$ cat src/rtl/store_narrow_unit_32to8_pkg.sv
// Shared constants for the byte-serialising store unit: RV32 store funct3 codes
// and the controller state encoding.
package store_narrow_unit_32to8_pkg;

    localparam logic [2:0] F3_SB = 3'b000;
    localparam logic [2:0] F3_SH = 3'b001;
    localparam logic [2:0] F3_SW = 3'b010;

    typedef enum logic [1:0] {
        S_IDLE  = 2'd0,
        S_WRITE = 2'd1,
        S_DONE  = 2'd2
    } state_e;

endpackage

$ cat src/rtl/store_narrow_unit_32to8_if.sv
// Request/response and byte-wide memory port bundle for store_narrow_unit_32to8.
// master = core/memory environment side, slave = the store unit.
interface store_narrow_unit_32to8_if #(
    parameter int unsigned ADDR_W = 32
);
    logic              start;
    logic [2:0]        funct3;
    logic [ADDR_W-1:0] addr;
    logic [31:0]       wdata;
    logic              busy;
    logic              done;
    logic              err;
    logic              mem_we;
    logic [ADDR_W-1:0] mem_addr;
    logic [7:0]        mem_wdata;
    logic              mem_ready;

    modport master (
        output start, funct3, addr, wdata, mem_ready,
        input  busy, done, err, mem_we, mem_addr, mem_wdata
    );

    modport slave (
        input  start, funct3, addr, wdata, mem_ready,
        output busy, done, err, mem_we, mem_addr, mem_wdata
    );
endinterface

$ cat src/rtl/store_narrow_unit_32to8_store_size_decode.sv
// Combinational decode of store funct3 and low address bits into a byte count
// and an error flag (illegal funct3 or, optionally, misalignment).
module store_size_decode
    import store_narrow_unit_32to8_pkg::*;
#(
    parameter bit CHECK_ALIGN = 1'b1
) (
    input  logic [2:0] funct3_i,
    input  logic [1:0] addr_lo_i,
    output logic [2:0] nbytes_o,
    output logic       err_o
);

    always_comb begin
        nbytes_o = 3'd1;
        err_o    = 1'b0;
        case (funct3_i)
            F3_SB: nbytes_o = 3'd1;
            F3_SH: begin
                nbytes_o = 3'd2;
                err_o    = CHECK_ALIGN && addr_lo_i[0];
            end
            F3_SW: begin
                nbytes_o = 3'd4;
                err_o    = CHECK_ALIGN && (addr_lo_i != 2'b00);
            end
            default: err_o = 1'b1;
        endcase
    end

endmodule

$ cat src/rtl/store_narrow_unit_32to8.sv
// Serialises an SB/SH/SW store word onto a byte-wide write port, little-endian,
// one byte per accepted beat; busy stalls the core while the request is in flight.
module store_narrow_unit_32to8
    import store_narrow_unit_32to8_pkg::*;
#(
    parameter int unsigned ADDR_W      = 32,
    parameter bit          CHECK_ALIGN = 1'b1
) (
    input logic                         clk,
    input logic                         rst,
    store_narrow_unit_32to8_if.slave    bus
);

    state_e            state_q, state_d;
    logic [ADDR_W-1:0] addr_q, addr_d;
    logic [31:0]       wdata_q, wdata_d;
    logic [2:0]        nbytes_q, nbytes_d;
    logic [1:0]        idx_q, idx_d;
    logic              err_q, err_d;

    logic [2:0]        dec_nbytes;
    logic              dec_err;
    logic              last_beat;

    store_size_decode #(
        .CHECK_ALIGN (CHECK_ALIGN)
    ) u_decode (
        .funct3_i  (bus.funct3),
        .addr_lo_i (bus.addr[1:0]),
        .nbytes_o  (dec_nbytes),
        .err_o     (dec_err)
    );

    assign last_beat = ({1'b0, idx_q} == (nbytes_q - 3'd1));

    always_comb begin
        state_d  = state_q;
        addr_d   = addr_q;
        wdata_d  = wdata_q;
        nbytes_d = nbytes_q;
        idx_d    = idx_q;
        err_d    = err_q;
        unique case (state_q)
            S_IDLE: begin
                if (bus.start) begin
                    addr_d   = bus.addr;
                    wdata_d  = bus.wdata;
                    nbytes_d = dec_nbytes;
                    idx_d    = 2'd0;
                    err_d    = dec_err;
                    state_d  = dec_err ? S_DONE : S_WRITE;
                end
            end
            S_WRITE: begin
                if (bus.mem_ready) begin
                    if (last_beat) begin
                        state_d = S_DONE;
                    end else begin
                        idx_d = idx_q + 2'd1;
                    end
                end
            end
            S_DONE:  state_d = S_IDLE;
            default: state_d = S_IDLE;
        endcase
    end

    always_ff @(posedge clk) begin
        if (rst) begin
            state_q  <= S_IDLE;
            addr_q   <= '0;
            wdata_q  <= '0;
            nbytes_q <= 3'd0;
            idx_q    <= 2'd0;
            err_q    <= 1'b0;
        end else begin
            state_q  <= state_d;
            addr_q   <= addr_d;
            wdata_q  <= wdata_d;
            nbytes_q <= nbytes_d;
            idx_q    <= idx_d;
            err_q    <= err_d;
        end
    end

    // Bus outputs are forced to zero outside WRITE so stale latched data never leaks.
    always_comb begin
        bus.busy      = (state_q != S_IDLE);
        bus.done      = (state_q == S_DONE);
        bus.err       = (state_q == S_DONE) && err_q;
        bus.mem_we    = (state_q == S_WRITE);
        bus.mem_addr  = '0;
        bus.mem_wdata = 8'h00;
        if (state_q == S_WRITE) begin
            bus.mem_addr  = addr_q + ADDR_W'(idx_q);
            bus.mem_wdata = wdata_q[{idx_q, 3'b000} +: 8];
        end
    end

endmodule

$ cat src/flat_wrapper.sv
// flat-port wrapper written by rule: the top's interface ports become plain ports
module store_narrow_unit_32to8_flat import store_narrow_unit_32to8_pkg::*;
#(
    parameter int unsigned ADDR_W      = 32,
    parameter bit          CHECK_ALIGN = 1'b1
)
  (clk, rst, bus_start, bus_funct3, bus_addr, bus_wdata, bus_mem_ready, bus_busy, bus_done, bus_err, bus_mem_we, bus_mem_addr, bus_mem_wdata);
  store_narrow_unit_32to8_if #(.ADDR_W(ADDR_W)) bus_i ();
  input logic clk;
  input logic rst;
  input wire logic [$bits(bus_i.start)-1:0] bus_start;
  input wire logic [$bits(bus_i.funct3)-1:0] bus_funct3;
  input wire logic [$bits(bus_i.addr)-1:0] bus_addr;
  input wire logic [$bits(bus_i.wdata)-1:0] bus_wdata;
  input wire logic [$bits(bus_i.mem_ready)-1:0] bus_mem_ready;
  output wire logic [$bits(bus_i.busy)-1:0] bus_busy;
  output wire logic [$bits(bus_i.done)-1:0] bus_done;
  output wire logic [$bits(bus_i.err)-1:0] bus_err;
  output wire logic [$bits(bus_i.mem_we)-1:0] bus_mem_we;
  output wire logic [$bits(bus_i.mem_addr)-1:0] bus_mem_addr;
  output wire logic [$bits(bus_i.mem_wdata)-1:0] bus_mem_wdata;
  assign bus_i.start = bus_start;
  assign bus_i.funct3 = bus_funct3;
  assign bus_i.addr = bus_addr;
  assign bus_i.wdata = bus_wdata;
  assign bus_i.mem_ready = bus_mem_ready;
  assign bus_busy = bus_i.busy;
  assign bus_done = bus_i.done;
  assign bus_err = bus_i.err;
  assign bus_mem_we = bus_i.mem_we;
  assign bus_mem_addr = bus_i.mem_addr;
  assign bus_mem_wdata = bus_i.mem_wdata;
  store_narrow_unit_32to8 #(.ADDR_W(ADDR_W), .CHECK_ALIGN(CHECK_ALIGN)) u_core (.clk(clk), .rst(rst), .bus(bus_i));
endmodule
$ cat config.mk
export PLATFORM = sky130hd
export DESIGN_NAME = store_narrow_unit_32to8_flat
export DESIGN_NICKNAME = d
export VERILOG_FILES = /design/src/rtl/store_narrow_unit_32to8_pkg.sv /design/src/rtl/store_narrow_unit_32to8_if.sv /design/src/rtl/store_narrow_unit_32to8_store_size_decode.sv /design/src/rtl/store_narrow_unit_32to8.sv /design/src/flat_wrapper.sv
export SDC_FILE = /design/constraint.sdc
export NUM_CORES = 1
export LEC_CHECK = 0
export ABC_AREA = 1
export CAP_MARGIN = 10
export CORE_AREA = 2 2 100 102
export DETAILED_ROUTE_END_ITERATION = 8
export DIE_AREA = 0 0 102 104
export GPL_TIMING_DRIVEN = 1
export PLACE_DENSITY = 0.82
export REMOVE_ABC_BUFFERS = 1
export SYNTH_ARGS = -nofsm -noshare
export SYNTH_HDL_FRONTEND = slang
export SYNTH_SLANG_ARGS = --single-unit
$ cat constraint.sdc
create_clock -name clk -period 1.78 [get_ports clk]
set_input_delay 0.267 -clock clk [delete_from_list [all_inputs] [get_ports clk]]
set_output_delay 0.267 -clock clk [all_outputs]
set_load 0.01 [all_outputs]
==> metrics <==
critical path required time=1510 ps; fin crit share=132%; register area=1450 sq um; Post-Route WL=13.7 mm; asr flop ratio synth=0%; DR WL/cell=14.3 um; CTS Buffer Depth=2; Syn Inst Count=647; failing checks=negative setup slack; Worst Path Buf+Inv=3; CP max-delay cell=dfxtp_4; fraction of final layout cells sized beyond drive strength 1=23.1%; largest net degree at the start of global routing=60; CP startpoint kind=flop; Ys Warns=0; Yosys top cell area share=36.0%; drt drc=0; Row Count=36; hold buffer count at CTS=0; cell at the root of the clock tree=clkbuf_8; synthesized flop and latch total=72; Slew @ Worst Pin=372 ps; Leakage=2.71 nW; Detailed Place HPWL=9.29 mm; Clock Latency Late Sink=350 ps; RSZ-0062 raised after global routing=true; fill count=846; Most used DFF post-synth=dfxtp_1; pre-CTS WS=-670 ps; vias in the first global route=4735; global-route wire length before repair=22.1 mm; DRT Pass-1 Iters=7; Mapped Area=4010 sq um; Worst-path clk slew=90 ps; cell with the most instances after synthesis=nor2_1; starting DRC count in detailed routing=238; Total GRT Usage=25.8%; delay-heaviest family, CP=simple AND/OR/NAND/NOR gates; Finished Cell Area=6140 sq um; Die W=102 um; Max Cap Viol=0; Worst R2R Path Depth=9; Core Footprint=9550 sq um; CP Capture Type=output port; top cells by count, synth=nor2_1 (181), nand2_1 (115), o21ai_0 (85); Worst R2R End=u_core.idx_q[1]$_SDFFE_PP0P_; max-slew violation count=0; IR drop worst, VDD=0.000443 V; Inserted Clock Buffers=9; status=complete, but fails checks; EDFF count, synth=0; remaining antenna violation count=0; Fin Clk Skew=9.91 ps; Yosys top cell by area=dfxtp_1; worst hold path stage count=2; Area contributors post-synth=dfxtp_1 (36%), nor2_1 (17%), nand2_1 (11%); total design power=0.00527 W; fin crit period=2350 ps; nets=901; fmax=426 MHz; initial core utilization=42.0%; FF-to-FF Start=u_core.idx_q[0]$_SDFFE_PP0P_; WHS Endpoint=u_core.idx_q[1]$_SDFFE_PP0P_; vias=4915; DIE AREA=10600 sq um; relative slew slack=75.2%; Hold Vio Cnt, Final=0; GP Congestion=0.897; CP Cell Sequence=ha_4, nand2_4, a21boi_4, nand2_2, nor2_4, buf_6, buf_6, nand2_2, nand2_1, nand2_1, nor2_1, buf_2; Syn-to-layout area delta=53.1%; CP Max Fanout=4; diode count=0; final setup margin=-569 ps; grt ovf=0; IO buf count=114; CP Class=reg2out; internal reg-to-reg setup slack=210 ps; Power Density=858 nW/um^2; max incr delay on CP=380 ps; Die Y=104 um; final setup vio count=39; clk sinks=72; Worst Hold Class=in2reg; CTS tree=done; Synth cell types=28; I/O Pins=115; Vias/cell=5.10; DP Area=5680 sq um; worst hold start=rst; critical path data arrival time=2080 ps; H-tree levels=3; multi-input combinational cell area=2430 sq um; Avg Synthesized Cell Area=6.19 sq um; initial antenna violation count=0; Seq/Total Area, Yosys=36.0%
-- metrics by stage --
step | hold slack [ps] | setup TNS [ps] | instances | utilization, %
floorplan | 336 | -48310 | 619 | -
global placement | 456 | -15540 | 929 | 59.5
detailed placement | 469 | -16790 | 929 | 59.5
CTS | 477 | -14250 | 962 | 63.5
global route | 493 | -18380 | 964 | 64.3
finish | 475 | -14830 | 964 | 64.3
-- cell families after synthesis --
kind of cell	share of synthesized area, %
compound gates	18.2
xor+xnor	1.31
fa+ha+maj	1.44
buf+inv	7.90
flops	36.0
simple gates	35.2
-- timing repair --
item                                    CTS  global route
pin swaps                                29            13
gates cloned                              0             1
setup buffers                            17             1
endpoints found under the setup margin   44            41
resized for setup                       199            18
-- routing by layer --
layer | vias to the layer above | routed length (um) | share of wire (%) | global-route usage [%]
met5 | - | 0 | 0 | 0
met4 | 0 | 581 | 4.2 | 10.8
met3 | 47 | 832 | 6.1 | 3.56
met2 | 196 | 6550 | 48 | 43.1
met1 | 2253 | 5770 | 42 | 33.0
li1 | 2419 | - | - | -
-- sequential cells by signal, indices dropped and copies added, names as in the netlist --
signal	cells
u_core.addr_q	32
u_core.wdata_q	32
u_core.state_q	2
u_core.nbytes_q	3
u_core.err_q	1
u_core.idx_q	2
-- worst max-delay path by stage --
stage	startpoint	endpoint	cells past startpoint	slack, ps
global placement	u_core.idx_q[0]$_SDFFE_PP0P_	bus_mem_addr[18]	12	-650
global route	u_core.idx_q[0]$_SDFFE_PP0P_	bus_mem_addr[24]	11	-680
detailed placement	u_core.idx_q[0]$_SDFFE_PP0P_	bus_mem_addr[18]	12	-670
finish	u_core.idx_q[1]$_SDFFE_PP0P_	bus_mem_addr[29]	12	-570
floorplan	u_core.state_q[0]$_SDFFE_PP0P_	u_core.nbytes_q[1]$_SDFFE_PP0P_	5	-940
CTS	u_core.idx_q[1]$_SDFFE_PP0P_	bus_mem_addr[29]	12	-520
-- cell usage in the layout (no fill, tap or decap), types with 3 or more instances in the layout --
cell               n
nor2_2            13
nor2_1           176
dfxtp_1           67
o21ai_1           13
buf_2             32
dfxtp_2            3
nand2_2            5
dlymetal6s2s_1     4
nand2_4            7
nand2_1          109
buf_12             3
o21ai_0           79
dlygate4sd2_1      7
nor2_4             9
buf_4             66
clkbuf_8           9
nand3_1           19
a21oi_1           44
buf_6             11
clkdlybuf4s50_1   70
inv_1             37
inv_2              7
xnor2_1            4
-- power by group --
| part | internal (W) | total, W | switching (W) |
|---|---|---|---|
| Combinational | 0.000846 | 0.00187 | 0.00103 |
| Clock | 0.000656 | 0.00133 | 0.000674 |
| Sequential | 0.00187 | 0.00207 | 0.000197 |
| Total | 0.00337 | 0.00527 | 0.00190 |
-- worst reg2reg max path, cell delays in order (launching register included) --
cell	delay (ps)
dfxtp_2	370
buf_6	210
inv_1	80
buf_4	150
buf_4	130
nand2_1	60
nand2_1	70
nand4_1	170
nand3_1	90
a21oi_1	170
-- area by class of cell --
cell class                 instances  area share (%)
multi-input combinational        499            39.7
tap                              133            2.71
clock inverter                     6            1.12
timing repair buffer             196            27.6
sequential                        72            23.7
clock buffer                      10            2.08
inverter                          48            3.10
(Power assumes the default switching activity.)
